===== config.mk =====
export PLATFORM = sky130hd
export DESIGN_NAME = vga_sync_module_flat
export DESIGN_NICKNAME = d
export VERILOG_FILES = /design/src/rtl/vga_sync_module_if.sv /design/src/rtl/vga_sync_module.sv /design/src/flat_wrapper.sv
export SDC_FILE = /design/constraint.sdc
export NUM_CORES = 1
export LEC_CHECK = 0
export ABC_AREA = 0
export CORE_AREA = 10 10 67 69
export DETAILED_ROUTE_END_ITERATION = 16
export DIE_AREA = 0 0 77 79
export GPL_TIMING_DRIVEN = 0
export PLACE_DENSITY = 0.72
export SLEW_MARGIN = 20
export SYNTH_ARGS = -nofsm -noshare
export SYNTH_HDL_FRONTEND = slang
export SYNTH_SLANG_ARGS = --single-unit

===== constraint.sdc =====
create_clock -name clk_25MHz -period 3.21 [get_ports clk_25MHz]
set_clock_uncertainty 0.15 [all_clocks]
set_input_delay 0.642 -clock clk_25MHz [delete_from_list [all_inputs] [get_ports clk_25MHz]]
set_output_delay 0.642 -clock clk_25MHz [all_outputs]
set_load 0.01 [all_outputs]

===== src/rtl/vga_sync_module_if.sv =====
// Raster timing bundle from the VGA sync generator to the board renderer.
// The frame_cnt member exists only when VGA_FRAME_CNT_EN is defined.
interface vga_sync_if;
    logic [9:0] pixel_x;
    logic [9:0] pixel_y;
    logic       hsync;
    logic       vsync;
    logic       video_on;
    logic       line_end;
    logic       frame_start;
`ifdef VGA_FRAME_CNT_EN
    logic [7:0] frame_cnt;
`endif

    modport master (
        output pixel_x, pixel_y, hsync, vsync, video_on, line_end, frame_start
`ifdef VGA_FRAME_CNT_EN
        , frame_cnt
`endif
    );

    modport slave (
        input pixel_x, pixel_y, hsync, vsync, video_on, line_end, frame_start
`ifdef VGA_FRAME_CNT_EN
        , frame_cnt
`endif
    );
endinterface


===== src/rtl/vga_sync_module.sv =====
// Free-running VGA raster generator: 10-bit h/v counters with registered sync/flag decodes.
// Optional 8-bit frame counter is built when VGA_FRAME_CNT_EN is defined.
module vga_sync_module #(
    parameter int H_VISIBLE = 640,
    parameter int H_FRONT   = 16,
    parameter int H_SYNC    = 96,
    parameter int H_BACK    = 48,
    parameter int V_VISIBLE = 480,
    parameter int V_FRONT   = 10,
    parameter int V_SYNC    = 2,
    parameter int V_BACK    = 33
) (
    input  logic       clk_25MHz,
    input  logic       rst_n,
    vga_sync_if.master vga
);

    localparam int H_TOTAL = H_VISIBLE + H_FRONT + H_SYNC + H_BACK;
    localparam int V_TOTAL = V_VISIBLE + V_FRONT + V_SYNC + V_BACK;

    localparam logic [9:0]  H_LAST   = 10'(H_TOTAL - 1);
    localparam logic [9:0]  V_LAST   = 10'(V_TOTAL - 1);
    // 11-bit window bounds so an end equal to 1024 still compares correctly
    localparam logic [10:0] H_VIS_END  = 11'(H_VISIBLE);
    localparam logic [10:0] H_SYNC_BEG = 11'(H_VISIBLE + H_FRONT);
    localparam logic [10:0] H_SYNC_END = 11'(H_VISIBLE + H_FRONT + H_SYNC);
    localparam logic [10:0] V_VIS_END  = 11'(V_VISIBLE);
    localparam logic [10:0] V_SYNC_BEG = 11'(V_VISIBLE + V_FRONT);
    localparam logic [10:0] V_SYNC_END = 11'(V_VISIBLE + V_FRONT + V_SYNC);

    logic [9:0] h_cnt;
    logic [9:0] v_cnt;
    logic [9:0] h_nxt;
    logic [9:0] v_nxt;

    logic hsync_q;
    logic vsync_q;
    logic video_on_q;
    logic line_end_q;
    logic frame_start_q;

    logic hsync_nxt;
    logic vsync_nxt;
    logic video_on_nxt;
    logic line_end_nxt;
    logic frame_start_nxt;

    always_comb begin
        h_nxt = h_cnt + 10'd1;
        v_nxt = v_cnt;
        if (h_cnt == H_LAST) begin
            h_nxt = '0;
            if (v_cnt == V_LAST) begin
                v_nxt = '0;
            end else begin
                v_nxt = v_cnt + 10'd1;
            end
        end
    end

    // Flags decode the counter value being loaded, so they line up with pixel_x/pixel_y.
    always_comb begin
        hsync_nxt       = !(({1'b0, h_nxt} >= H_SYNC_BEG) && ({1'b0, h_nxt} < H_SYNC_END));
        vsync_nxt       = !(({1'b0, v_nxt} >= V_SYNC_BEG) && ({1'b0, v_nxt} < V_SYNC_END));
        video_on_nxt    = ({1'b0, h_nxt} < H_VIS_END) && ({1'b0, v_nxt} < V_VIS_END);
        line_end_nxt    = (h_nxt == H_LAST);
        frame_start_nxt = (h_nxt == '0) && (v_nxt == '0);
    end

    // Reset parks the raster on the last pixel so the first edge lands on (0,0).
    always_ff @(posedge clk_25MHz or negedge rst_n) begin
        if (!rst_n) begin
            h_cnt <= H_LAST;
            v_cnt <= V_LAST;
        end else begin
            h_cnt <= h_nxt;
            v_cnt <= v_nxt;
        end
    end

    always_ff @(posedge clk_25MHz or negedge rst_n) begin
        if (!rst_n) begin
            hsync_q       <= 1'b1;
            vsync_q       <= 1'b1;
            video_on_q    <= 1'b0;
            line_end_q    <= 1'b0;
            frame_start_q <= 1'b0;
        end else begin
            hsync_q       <= hsync_nxt;
            vsync_q       <= vsync_nxt;
            video_on_q    <= video_on_nxt;
            line_end_q    <= line_end_nxt;
            frame_start_q <= frame_start_nxt;
        end
    end

    assign vga.pixel_x     = h_cnt;
    assign vga.pixel_y     = v_cnt;
    assign vga.hsync       = hsync_q;
    assign vga.vsync       = vsync_q;
    assign vga.video_on    = video_on_q;
    assign vga.line_end    = line_end_q;
    assign vga.frame_start = frame_start_q;

`ifdef VGA_FRAME_CNT_EN
    logic [7:0] frame_cnt_q;
    logic       started_q;

    // The wrap out of reset opens frame 0, so only later wraps advance the count.
    always_ff @(posedge clk_25MHz or negedge rst_n) begin
        if (!rst_n) begin
            frame_cnt_q <= 8'd0;
            started_q   <= 1'b0;
        end else begin
            started_q <= 1'b1;
            if (started_q && frame_start_nxt) begin
                frame_cnt_q <= frame_cnt_q + 8'd1;
            end
        end
    end

    assign vga.frame_cnt = frame_cnt_q;
`endif

endmodule


===== src/flat_wrapper.sv =====
// flat-port wrapper written by rule: the top's interface ports become plain ports
module vga_sync_module_flat 
#(
    parameter int H_VISIBLE = 640,
    parameter int H_FRONT   = 16,
    parameter int H_SYNC    = 96,
    parameter int H_BACK    = 48,
    parameter int V_VISIBLE = 480,
    parameter int V_FRONT   = 10,
    parameter int V_SYNC    = 2,
    parameter int V_BACK    = 33
)
  (clk_25MHz, rst_n, vga_pixel_x, vga_pixel_y, vga_hsync, vga_vsync, vga_video_on, vga_line_end, vga_frame_start);
  vga_sync_if vga_i ();
  input  logic clk_25MHz;
  input  logic rst_n;
  output wire logic [$bits(vga_i.pixel_x)-1:0] vga_pixel_x;
  output wire logic [$bits(vga_i.pixel_y)-1:0] vga_pixel_y;
  output wire logic [$bits(vga_i.hsync)-1:0] vga_hsync;
  output wire logic [$bits(vga_i.vsync)-1:0] vga_vsync;
  output wire logic [$bits(vga_i.video_on)-1:0] vga_video_on;
  output wire logic [$bits(vga_i.line_end)-1:0] vga_line_end;
  output wire logic [$bits(vga_i.frame_start)-1:0] vga_frame_start;
  assign vga_pixel_x = vga_i.pixel_x;
  assign vga_pixel_y = vga_i.pixel_y;
  assign vga_hsync = vga_i.hsync;
  assign vga_vsync = vga_i.vsync;
  assign vga_video_on = vga_i.video_on;
  assign vga_line_end = vga_i.line_end;
  assign vga_frame_start = vga_i.frame_start;
  vga_sync_module #(.H_VISIBLE(H_VISIBLE), .H_FRONT(H_FRONT), .H_SYNC(H_SYNC), .H_BACK(H_BACK), .V_VISIBLE(V_VISIBLE), .V_FRONT(V_FRONT), .V_SYNC(V_SYNC), .V_BACK(V_BACK)) u_core (.clk_25MHz(clk_25MHz), .rst_n(rst_n), .vga(vga_i));
endmodule

==> metrics.txt, run 1 <==
Final GP Congestion 0.8595; critical path required time 3.33 ns; # rows 21; Final ANT Viol Nets 0; leakage power just over 0.7 nW; setup TNS 0 ns; WP data arrival 2.69 ns; final setup vio count 0; IO buf count 26; Yosys warning count 0; period utilization 80.32%; post-route setup slack 0.6317 ns; Syn Inst Count 163; status finished, final reports clean; die height 79 um; Total Power 471.2 uW; fraction of layout cells with a size suffix above 1 19.69%; CTS buffer count 3; die area between 6000 and 7000 um^2; multi-input logic area 807.0 um^2; number of synthesized flops with an enable pin 0; PD cells around 250 nW/um^2; io pins 27; Core Box Area 3232 um^2; HPWL after DPL 2799 um; n_diodes 0; Clock Tree Root clkbuf_4; fin util 59.27%; most frequent cells after synthesis nand2_1, dfrtp_1, dfstp_2, xnor2_1; vias in the first global route approximately 1300; CTS tree built; CP max stage delay 0.61 ns; Storage cell area 640.6 um^2; post-route cell area about 1900 um^2; CTS Buffer Depth 2; Synth top area share 20.65%; # DRC 0; top cell type by total area after synthesis dfrtp_1; Via Count 1322; Crit Path Max Fanout 9; Vias/cell 5.531; largest net degree at the start of global routing 26; Filler cells 303; Max Freq slightly below 400 MHz; fin crit period roughly 2.6 ns; Synth Cell Area 1575 um^2; syn_area_per_cell 9.664 um^2; Layout Cells excl Fill approximately 240; global-route wire length before repair 6472 um; # Post-CTS Setup Buffers 0; clk slew on worst S/H paths 0.15 ns; Setup CP Type reg2reg; Seq/Total Area, Yosys between 40% and 50%; net count after synthesis approximately 170; Final Net Count 200; Slew Limit Headroom 62.82%; startpoint types register; Initial DRC Count between 70 and 80; VDD IR-drop max 0.1759 mV; overall routing resource usage between 10 and 15%; delay-heaviest family, CP simple AND/OR/NAND/NOR gates; RSZ-0062 raised after global routing no; Yosys cell types between 40 and 50; Slew @ Worst Pin roughly 0.56 ns; async set-reset flop share out of synthesis 100.0%; cell breakdown of the critical path ha_1, and3_4, buf_6, nand3_2, o21ai_2, o21ai_1, or4_1, nor3_2; CTS Sinks 25; CP max stage cell dfstp_2; total wire length between 3000 and 4000 um; Post-Place Setup Slack 0.6324 ns; worst path bufs/invs 1; dpl cells 235; Initial Util 48.74%; Yosys reg bits 25; max-slew violations 0; Area contributors post-synth dfrtp_1, dfstp_2, xnor2_1; top-count cell post-synth nand2_1; DR pass1 iterations 4; total congestion overflow 0; Die X 77 um; Hold Path Class in2async; htree depth 1; Max Cap Viol 0; post-cts sizing count 0; worst skew pair latency 0.33 ns; CP Capture Type register; Final Hold Violating Endpoints 0; wire per inst 15.64 um; P&R area growth vs syn 21.60%; Primary FF master, synth dfrtp_1; placed cell areas 1893 um^2; final hold slack between 0.1 and 0.15 ns; initial antenna violation count 0; Post-CTS Hold Buffers 0
-- final timing paths --
check	startpoint	end	slack (ns)	depth (start not counted)
worst min register to register	u_core.vga.pixel_x[0]$_DFF_PN1_	u_core.vga.pixel_x[0]$_DFF_PN1_	0.42	1
min in group clk_25MHz	u_core.vga.pixel_x[0]$_DFF_PN1_	u_core.vga.pixel_x[0]$_DFF_PN1_	0.42	1
worst min-delay path	rst_n	u_core.vga.pixel_y[0]$_DFF_PN0_	0.13	1
max in group asynchronous	rst_n	u_core.vga.hsync$_DFF_PN1_	2.40	1
worst max register to register	u_core.vga.pixel_x[0]$_DFF_PN1_	u_core.vga.frame_start$_DFF_PN0_	0.63	8
worst max-delay path	u_core.vga.pixel_x[0]$_DFF_PN1_	u_core.vga.frame_start$_DFF_PN0_	0.63	8
-- registers in the layout (all words and copies together) (netlist names) --
name	count
u_core.vga.pixel_x	10
u_core.vga.pixel_y	10
u_core.vga.frame_start	1
u_core.vga.hsync	1
u_core.vga.line_end	1
u_core.vga.video_on	1
u_core.vga.vsync	1
-- kinds of logic after synthesis --
family                     synth area share (%)
and+or+nand+nor                           26.45
muxes                                    0.6355
xor gates and xnor gates                  7.228
adders and majority gates                 3.177
DFF                                       40.67
AOI/OAI and AO/OA                         13.74
buffers and inverters                     8.102
-- where the power goes --
part | switching [mW] | total (mW) | internal, mW | leakage (nW)
registers | 0 | 0.316 | 0.316 | 0.296
logic | 0.00590 | 0.00634 | 0.000435 | 0.397
clock network | 0.102 | 0.149 | 0.0468 | 0.0177
-- routing by layer --
metal  up-vias  GRT usage (%)  wire [um]  share of wire, %
met5         -              0          0                 0
met4         0          4.380         43               1.2
met3         4          3.041        270               7.2
met2        40          20.32       1701                45
met1       628          16.82       1723                46
li1        650              -          -                 -
-- worst register-to-register path, stage by stage, from the launching register on --
cell,delay (ns)
dfstp_2,0.61
ha_1,0.25
and3_4,0.21
buf_6,0.12
nand3_2,0.20
o21ai_2,0.17
o21ai_1,0.12
or4_1,0.52
nor3_2,0.16
-- cell usage in the layout, fill, tap and decap left out, drive strengths merged, types with 3 or more instances in the layout --
master / n
a21oi: 5
a31oi: 3
and3: 3
and4: 6
buf: 10
clkbuf: 5
clkdlybuf4s50: 25
dfrtp: 13
dfstp: 12
ha: 4
inv: 11
nand2: 16
nand3: 13
nand4: 6
nor2: 5
nor3: 3
nor3b: 5
o211ai: 3
o21ai: 9
o31ai: 3
or3: 3
xnor2: 12
-- area by class of cell --
| cell class | instances | area share [%] |
|---|---|---|
| multi-input combinational | 116 | 42.13 |
| sequential | 25 | 33.44 |
| timing repair buffer | 26 | 13.32 |
| buffer | 11 | 4.507 |
| tap | 46 | 3.005 |
| inverter | 11 | 2.155 |
| clock buffer | 3 | 1.176 |
| clock inverter | 1 | 0.2613 |
(Power assumes the default switching activity.)
==> run 2, diff against run 1 <==
CORE_AREA = 10 10 69 71   (was 10 10 67 69)
DIE_AREA = 0 0 79 81   (was 0 0 77 79)
PLACE_DENSITY = 0.71   (was 0.72)
clock period = 2.1 ns   (was 3.21 ns; I/O delays follow)
==> metrics.txt, run 2 (synthesis results as in run 1) <==
status finished with violations (was finished, final reports clean); failing checks setup timing; vias in the first global route 1411 (was 1282); # rows 22 (was 21); overall routing resource usage 13.98% (was 12.84%); worst skew pair latency 0.35 ns (was 0.33 ns); Vias/cell 5.568 (was 5.531); total congestion overflow 0 (unchanged); VDD IR-drop max 0.1893 mV (was 0.1759 mV); Final ANT Viol Nets 0 (unchanged); Setup CP Type reg2reg (unchanged); WP data arrival 2.41 ns (was 2.69 ns); Crit Path Max Fanout 5 (was 9); fin util 64.31% (was 59.27%); largest net degree at the start of global routing 26 (unchanged); max-slew violations 0 (unchanged); FF-to-FF path depth 8 (unchanged); Initial Util 44.71% (was 48.74%); CP max stage cell dfstp_2 (unchanged); clk slew on worst S/H paths 0.15 ns (about the same); Seq pwr share 66.5% (was 67.0%); die height 81 um (was 79 um); Core Box Area 3523 um^2 (was 3232 um^2); internal power 556.7 uW (was 363.2 uW); die area 6399 um^2 (was 6083 um^2); CTS buffer count 3 (unchanged); leakage power 0.9264 nW (was 0.7114 nW); CTS Sinks 25 (unchanged); Final GP Congestion 0.8727 (was 0.8595); Max Cap Viol 0 (unchanged); worst path bufs/invs 1 (unchanged); total wire length 4383 um (was 3739 um); Sw Share 23.34% (was 22.94%); Total Power 726.2 uW (was 471.2 uW); final setup vio count 3 (was 0); critical path required time 2.25 ns (was 3.33 ns); Psw 169.5 uW (was 108.1 uW); Slew Limit Headroom 62.38% (was 62.82%); # DRC 0 (unchanged); n_diodes 0 (unchanged); Hold Path Class in2async (unchanged); commonest non-fill, non-tap cell in the layout buf_4 (was clkdlybuf4s50_1); DR pass1 iterations 5 (was 4); Via Count 1481 (was 1322); Post-Place Setup Slack -0.3413 ns (was 0.6324 ns); HPWL after DPL 2748 um (was 2799 um); Final Net Count 225 (was 200); Reg-to-Reg End u_core.vga.vsync$_DFF_PN1_ (was u_core.vga.frame_start$_DFF_PN0_); P&R area growth vs syn 43.84% (was 21.60%); period utilization 107.7% (was 80.32%); PD cells 320.5 nW/um^2 (was 246.0 nW/um^2); fin crit period 2.262 ns (was 2.578 ns); global-route wire length before repair 7231 um (was 6472 um); delay-heaviest family, CP simple AND/OR/NAND/NOR gates (unchanged); Clock Power Share 32.0% (was 31.6%); wire per inst 16.48 um (was 15.64 um); CTS tree built (unchanged); Final Hold Violating Endpoints 0 (unchanged); R2R Path Start u_core.vga.pixel_x[0]$_DFF_PN1_ (unchanged); post-route setup slack -0.1615 ns (was 0.6317 ns); io pins 27 (unchanged); Clock Tree Root clkbuf_4 (unchanged); Die X 79 um (was 77 um); CP startpoint u_core.vga.pixel_x[0]$_DFF_PN1_ (unchanged); CP max stage delay 0.59 ns (was 0.61 ns); most frequent cells in the layout buf_4, clkdlybuf4s50_1, nand2_1 (was clkdlybuf4s50_1, nand2_1, dfrtp_1); Logic pwr share 1.5% (was 1.3%); Max Freq 442.2 MHz (was 387.9 MHz); Slew @ Worst Pin 0.5643 ns (was 0.5577 ns); htree depth 1 (unchanged); fraction of layout cells with a size suffix above 1 39.45% (was 19.69%); final hold slack 0.4288 ns (was 0.1269 ns); CP Capture Type register (unchanged); RSZ-0062 raised after global routing yes (was no); initial antenna violation count 0 (unchanged); internal reg-to-reg setup slack -0.16 ns (was 0.63 ns); Initial DRC Count 149 (was 78); cell breakdown of the critical path ha_4, and3_4, and3_4, buf_6, nand4_1, xnor2_2, nand4_1, a211o_1 (was ha_1, and3_4, buf_6, nand3_2, o21ai_2, o21ai_1, or4_1, nor3_2); IO buf count 26 (unchanged); startpoint types register (unchanged); CTS Buffer Depth 2 (unchanged)
## run 2: power by group through the flow
stage | registers (mW) | clock network, mW | logic (mW)
final | 0.483 | 0.232 | 0.0112
after global routing | 0.483 | 0.262 | 0.0126
after CTS | 0.483 | 0.239 | 0.0114
after detailed placement | 0.491 | 0 | 0.0115
after global placement | 0.491 | 0 | 0.0110
after floorplan | 0.491 | 0 | 0.000000318
## run 2: worst reg2reg max path: stages (launching register included)
cell,delay [ns]
dfstp_2,0.59
ha_4,0.16
and3_4,0.24
and3_4,0.21
buf_6,0.12
nand4_1,0.16
xnor2_2,0.22
nand4_1,0.13
a211o_1,0.24
## run 2: cell type report
class,count,area (um^2)
Fill cell,305,1257
Multi-Input combinational cell,117,955.9
Sequential cell,25,646.9
Timing Repair Buffer,52,450.4
Buffer,9,83.83
Tap cell,48,60.06
Inverter,11,41.29
Clock buffer,3,22.52
Clock inverter,1,5.005
## run 2: through the flow
| step | std cells | TNS (ns) | cell area [um^2] |
|---|---|---|---|
| 6_report | 266 | -0.4443 | 2266 |
| 3_5_place_dp | 237 | -1.064 | 1938 |
| 4_1_cts | 253 | -0.4991 | 2096 |
| 5_1_grt | 266 | -1.101 | 2266 |
| 3_3_place_gp | 237 | -1.020 | 1938 |
| 2_1_floorplan | 163 | -0.3271 | 1618 |
## run 2: routing by layer
layer	part of all wire, %	wire length (um)	global-route usage, %	up-vias
met4	2.2	96	5.556	0
met5	0	0	0	-
met3	7.7	338	3.753	11
li1	-	-	-	709
met2	47	2081	22.51	73
met1	43	1867	17.44	688
## run 2: worst max-delay path by stage
stage / to / cells past startpoint / slack [ns]
after detailed placement: u_core.vga.frame_start$_DFF_PN0_ / 8 / -0.34
after global placement: u_core.vga.frame_start$_DFF_PN0_ / 8 / -0.34
after floorplan: u_core.vga.frame_start$_DFF_PN0_ / 7 / -0.15
after CTS: u_core.vga.vsync$_DFF_PN1_ / 8 / -0.14
after global routing: u_core.vga.vsync$_DFF_PN1_ / 9 / -0.25
final: u_core.vga.vsync$_DFF_PN1_ / 8 / -0.16
## run 2: what timing repair did
item / CTS / global route
cloned: 2 / 0
pin swaps: 12 / 8
setup buffers: 12 / 13
setup endpoints to repair: 6 / 9
gates resized for setup: 13 / 20
endpoints found under the hold margin: 0 / 13
hold buffers: 0 / 1
==> run 3, diff against run 2 <==
GPL_TIMING_DRIVEN = 1   (was 0)
HOLD_SLACK_MARGIN = 0.05   (was default)
PLACE_DENSITY = 0.81   (was 0.71)
==> metrics.txt, run 3 (synthesis results as in run 1) <==
Vias/cell 5.627 (was 5.568); total wire length 4803 um (was 4383 um); Final Hold Violating Endpoints 0 (unchanged); Core Box Area 3523 um^2 (unchanged); Final GP Congestion 0.8849 (was 0.8727); Hold Path Class in2async (unchanged); CP startpoint u_core.vga.pixel_x[0]$_DFF_PN1_ (unchanged); post-route cell area 2374 um^2 (was 2266 um^2); R2R Path Start u_core.vga.pixel_x[0]$_DFF_PN1_ (unchanged); status finished with violations (unchanged); startpoint types register (unchanged); Clock Tree Root clkbuf_4 (unchanged); Slew Limit Headroom 77.05% (was 62.38%); leakage power 1.068 nW (was 0.9264 nW); htree depth 1 (unchanged); CTS buffer count 3 (unchanged); VDD IR-drop max 0.1455 mV (was 0.1893 mV); critical path required time 2.21 ns (was 2.25 ns); delay-heaviest family, CP simple AND/OR/NAND/NOR gates (unchanged); failing checks setup timing (unchanged); fraction of layout cells with a size suffix above 1 41.42% (was 39.45%); n_diodes 0 (unchanged); Storage cell area 641.9 um^2 (was 646.9 um^2); Via Count 1615 (was 1481); Slew @ Worst Pin 0.3428 ns (was 0.5643 ns); # DRC 0 (unchanged); Max Cap Viol 0 (unchanged); post-route setup slack -0.1400 ns (was -0.1615 ns); Seq pwr share 67.3% (was 66.5%); vias in the first global route 1590 (was 1411); Logic pwr share 1.7% (was 1.5%); RSZ-0062 raised after global routing yes (unchanged); placed cell areas 2190 um^2 (was 1938 um^2); fin crit period 2.240 ns (was 2.262 ns); setup TNS -0.4312 ns (was -0.4443 ns); final setup vio count 4 (was 3); Crit Path Max Fanout 5 (unchanged); PD cells 302.3 nW/um^2 (was 320.5 nW/um^2); CP max stage delay 0.59 ns (about the same); total congestion overflow 0 (unchanged); P&R area growth vs syn 50.68% (was 43.84%); clk slew on worst S/H paths 0.13 ns (was 0.15 ns); CTS tree built (unchanged); Final Net Count 246 (was 225); period utilization 106.7% (was 107.7%); # rows 22 (unchanged); global-route wire length before repair 7831 um (was 7231 um); internal power 560.2 uW (was 556.7 uW); multi-input logic area 918.4 um^2 (was 955.9 um^2); Filler cells 275 (was 305); DR pass1 iterations 4 (was 5); FF-to-FF path depth 8 (unchanged); WP data arrival 2.35 ns (was 2.41 ns); worst path bufs/invs 2 (was 1); commonest non-fill, non-tap cell in the layout buf_4 (unchanged); Psw 157.2 uW (was 169.5 uW); Die X 79 um (unchanged); Initial Util 44.71% (unchanged); initial antenna violation count 0 (unchanged); die area 6399 um^2 (unchanged); wire per inst 16.74 um (was 16.48 um); Final ANT Viol Nets 0 (unchanged); HPWL after DPL 3290 um (was 2748 um); most frequent cells in the layout buf_4, nand2_1, clkdlybuf4s50_1 (was buf_4, clkdlybuf4s50_1, nand2_1); cell breakdown of the critical path buf_6, buf_4, nand3_1, xnor2_2, nor3_1, a21oi_1, or4_4, nor3_2 (was ha_4, and3_4, and3_4, buf_6, nand4_1, xnor2_2, nand4_1, a211o_1); max-slew violations 0 (unchanged); io pins 27 (unchanged); overall routing resource usage 14.93% (was 13.98%); worst skew pair latency 0.33 ns (was 0.35 ns); CTS Sinks 25 (unchanged); Sw Share 21.91% (was 23.34%); CP max stage cell dfstp_2 (unchanged); cell depth of the worst setup path 8 (unchanged); die height 81 um (unchanged); largest net degree at the start of global routing 26 (unchanged); CTS Buffer Depth 2 (unchanged); Post-CTS Hold Buffers 0 (unchanged); Clock Power Share 31.0% (was 32.0%); Initial DRC Count 202 (was 149); IO buf count 26 (unchanged); Setup CP Type reg2reg (unchanged); Max Freq 446.4 MHz (was 442.2 MHz); CP Capture Type register (unchanged)
==> run 3: cell type report <==
cell class | instances | share of cell area (%)
Sequential cell | 25 | 27.04
Tap cell | 48 | 2.530
Clock buffer | 4 | 1.107
Multi-Input combinational cell | 117 | 38.69
Timing Repair Buffer | 82 | 28.89
Inverter | 11 | 1.740
==> run 3: repair_timing <==
action / CTS / global route
gates cloned: 1 / 0
buffers inserted: 7 / 5
gates resized for setup: 19 / 8
pin swaps: 12 / 12
endpoints found under the setup margin: 13 / 11
==> run 3: final timing paths <==
| check | endpoint | slack [ns] |
|---|---|---|
| min in group clk_25MHz | u_core.vga.pixel_y[0]$_DFF_PN0_ | 0.51 |
| max | u_core.vga.frame_start$_DFF_PN0_ | -0.14 |
| max in group asynchronous | u_core.vga.pixel_x[4]$_DFF_PN1_ | 1.22 |
| max reg2reg | u_core.vga.frame_start$_DFF_PN0_ | -0.14 |
| min | u_core.vga.pixel_y[1]$_DFF_PN0_ | 0.28 |
| min reg2reg | u_core.vga.pixel_y[0]$_DFF_PN0_ | 0.51 |
==> run 3: metal layers <==
| layer | up-vias | wire, um | global-route usage, % |
|---|---|---|---|
| met5 | - | 0 | 0 |
| met3 | 13 | 400 | 2.539 |
| li1 | 742 | - | - |
| met4 | 0 | 100 | 5.735 |
| met1 | 770 | 1908 | 18.23 |
| met2 | 90 | 2393 | 25.69 |
==> run 3: power groups by stage <==
stage          clock network [mW]  registers [mW]   logic [mW]
2_1_floorplan                   0           0.491  0.000000318
3_3_place_gp                    0           0.491       0.0125
3_5_place_dp                    0           0.491       0.0125
4_1_cts                     0.224           0.483       0.0123
5_1_grt                     0.240           0.483       0.0137
6_report                    0.223           0.483       0.0119
==> run 3: metrics by stage <==
stage | power [mW] | std cells | hold WS (ns) | utilization, % | worst slack (ns)
2_1_floorplan | 0.4909 | 163 | -0.02559 | - | -0.1471
3_3_place_gp | 0.5033 | 271 | 0.4291 | 62.14 | -0.08892
3_5_place_dp | 0.5033 | 271 | 0.4445 | 62.14 | -0.2062
4_1_cts | 0.7192 | 283 | 0.2929 | 65.70 | -0.1189
5_1_grt | 0.7372 | 287 | 0.3109 | 67.37 | -0.2612
6_report | 0.7174 | 287 | 0.2836 | 67.37 | -0.1400
==> patch, RTL diff (settings of run 3) <==
`V_BACK` is set to 33 in 2 places; all go to 24.
--- a/src/rtl/vga_sync_module.sv
+++ b/src/rtl/vga_sync_module.sv
@@ -8,7 +8,7 @@
     parameter int V_VISIBLE = 480,
     parameter int V_FRONT   = 10,
     parameter int V_SYNC    = 2,
-    parameter int V_BACK    = 33
+    parameter int V_BACK    = 24
 ) (
     input  logic       clk_25MHz,
     input  logic       rst_n,
--- a/src/flat_wrapper.sv
+++ b/src/flat_wrapper.sv
@@ -8,7 +8,7 @@
     parameter int V_VISIBLE = 480,
     parameter int V_FRONT   = 10,
     parameter int V_SYNC    = 2,
-    parameter int V_BACK    = 33
+    parameter int V_BACK    = 24
 )
   (clk_25MHz, rst_n, vga_pixel_x, vga_pixel_y, vga_hsync, vga_vsync, vga_video_on, vga_line_end, vga_frame_start);
   vga_sync_if vga_i ();
Check against the original RTL: not equivalent (a bounded check fails within 4 cycles, from zero or initial values and one cycle with rst_n low).
==> patch against run 3 <==
The flow still finishes with violations (setup timing); area after synthesis down 3.9%; sequential power about the same; clock power up 9.0%; setup slack worse by 0.21 ns; critical path depth down 2; wire length up 15%; total power up 2.9%; sequential cell count unchanged; cell area up 1.1%; highest routed layer unchanged.
==> patch: results (changes against run 3) <==
Global route
  • Initial antenna violation count: 0 (unchanged)
  • Largest net degree at the start of global routing: 26 (unchanged)
  • First-pass GRT wire length: 8128 µm (+3.8%)
  • Total global-route track usage: 15.85% (+0.92 points)
  • Vias in the first global route: 1,601 (+0.69%)

Synth
  • Synth area leaders: dfrtp_1 21%, dfstp_2 21%, xor2_1 5.8%
  • Adder-cell share of the synthesized area: 2.479% (-0.70 points)
  • Synth Area in Compound Gates: 13.55% (-0.19 points)
  • Post-synthesis mux area share: 0.6612% (+0.026 points)
  • Avg Cell Area, Syn: 9.582 µm² (-0.85%)
  • Area share of xor/xnor cells in the synthesized design: 8.099% (+0.87 points)
  • Net Count, Synth: 163 (-3.6%)
  • Distinct cells, synth: 48 (-2.0%)
  • Register area share after synthesis: 42.31% (+1.6 points)
  • Main combinational cell family by area after synthesis: simple AND/OR/NAND/NOR gates
  • Top post-synthesis cells by count: 13 x dfrtp_1, 12 x dfstp_2, 12 x nand4_1, 10 x inv_1, 10 x xor2_1

Critical path
  • Crit Path Max Fanout: 7 (+2)
  • Worst EP arrival: 2.57 ns (+0.22 ns)
  • Max incr delay on CP: 0.56 ns (-0.03 ns)

Run status
  • Failing checks: setup timing
  • Run status: complete, but fails checks

STA
  • Worst Max-Slew Pin Slew: 0.4435 ns (+0.1007 ns)
  • Final setup margin: -0.3511 ns (-0.2111 ns)
  • Setup TNS: -1.593 ns (-1.162 ns)
  • Final setup fails: 13 (+9)

Power and ir drop
  • Pleak: 1.169 nW (+9.4%)
  • Int Pwr: 559.2 µW (-0.18%)
  • VDD IR-drop max: 195.5 µV (+34%)

Finish
  • Post-route insts no fill: 275 (-4.2%)
  • Fill cell count: 266 (-3.3%)
  • Share of cells above drive strength 1: 46.26% (+4.8 points)
  • Nets: 233 (-5.3%)

Placed design
  • DP Cell Count: 258 (-4.8%)
  • Number of I/O port buffers: 26 (unchanged)
  • GP Congestion: 0.8589 (-2.9%)
  • Dpl ws: -0.3312 ns (-0.1250 ns)
  • Final HPWL DP: 3185 µm (-3.2%)
  • Dpl cell area: 2074 µm² (-5.3%)

Clock network
  • Reg clk slew, reported paths: 0.15 ns (+0.02 ns)
  • Clk Latency, worst-skew pair: 0.35 ns (+0.02 ns)
  • Root buffer cell: clkbuf_4
  • Max Root-Sink Buffers: 2 (unchanged)

Detailed routing
  • Drt pass-1 iters: 4 (unchanged)
  • DR iter-0 viols: 130 (-36%)
  • WL final: 5522 µm (+15%)
  • Vias: 1,605 (-0.62%)
patch: cell types whose count changed in the layout (fill, tap and decap cells not counted), sizes merged, moves of 3 or more:
cell / delta
nand4: +6
o21ai: -5
nand3: -5
xnor2: -8
nand2: -7
xor2: +9
nor4: +5
and4: -3
nor3b: -5
buf: -4
o211ai: -3
patch: cell families after synthesis:
group | count (synthesis)
AO/OA/AOI/OAI | 29
XOR/XNOR | 14
adder cells (fa/ha/maj) | 3
buffers and inverters | 23
flip-flops | 25
multiplexers | 1
AND/OR/NAND/NOR | 63
patch: final cells by class:
cell class	count	area, µm²	share of cell area (%)
multi-input combinational	110	955.9	39.83
clock inverter	1	7.507	0.3128
timing repair buffer	78	673.1	28.05
inverter	10	40.04	1.668
sequential	25	640.6	26.69
tap	48	60.06	2.503
clock buffer	3	22.52	0.9385
patch: power by group through the flow:
stage | logic, mW | clock network (mW) | registers, mW
floorplan | 0.000000420 | 0 | 0.491
global placement | 0.0128 | 0 | 0.491
detailed placement | 0.0127 | 0 | 0.491
CTS | 0.0128 | 0.238 | 0.483
global route | 0.0137 | 0.264 | 0.483
finish | 0.0119 | 0.243 | 0.483
patch: path summary, 6_finish.rpt:
path / startpoint / slack [ns] / depth (start not counted) / to
max in group asynchronous: rst_n / 1.25 / 2 / u_core.vga.pixel_x[2]$_DFF_PN1_
min in group clk_25MHz: u_core.vga.pixel_x[6]$_DFF_PN0_ / 0.52 / 2 / u_core.vga.pixel_x[6]$_DFF_PN0_
min reg2reg: u_core.vga.pixel_x[6]$_DFF_PN0_ / 0.52 / 2 / u_core.vga.pixel_x[6]$_DFF_PN0_
min: rst_n / 0.25 / 2 / u_core.vga.pixel_y[4]$_DFF_PN0_
max reg2reg: u_core.vga.pixel_x[8]$_DFF_PN1_ / -0.35 / 6 / u_core.vga.frame_start$_DFF_PN0_
max: u_core.vga.pixel_x[8]$_DFF_PN1_ / -0.35 / 6 / u_core.vga.frame_start$_DFF_PN0_
patch: what timing repair did:
item | in CTS | in global routing
pin swaps | 9 | 5
resized for setup | 32 | 20
endpoints found under the setup margin | 19 | 17
buffers inserted | 11 | 4
gates cloned | 0 | 0
endpoints found under the hold margin | 0 | 0
patch: worst reg2reg max path: cells and delay by family (launching register included):
kind,cells,cell delay (ns)
and+or+nand+nor,5,1.41
DFF,1,0.56
xor gates and xnor gates,1,0.25
patch: routing by layer:
metal	part of all wire, %	vias up	global-route usage [%]
li1	-	714	-
met1	39	778	18.58
met2	49	86	26.02
met3	7.3	27	4.194
met4	5.1	0	8.602
met5	0	-	0
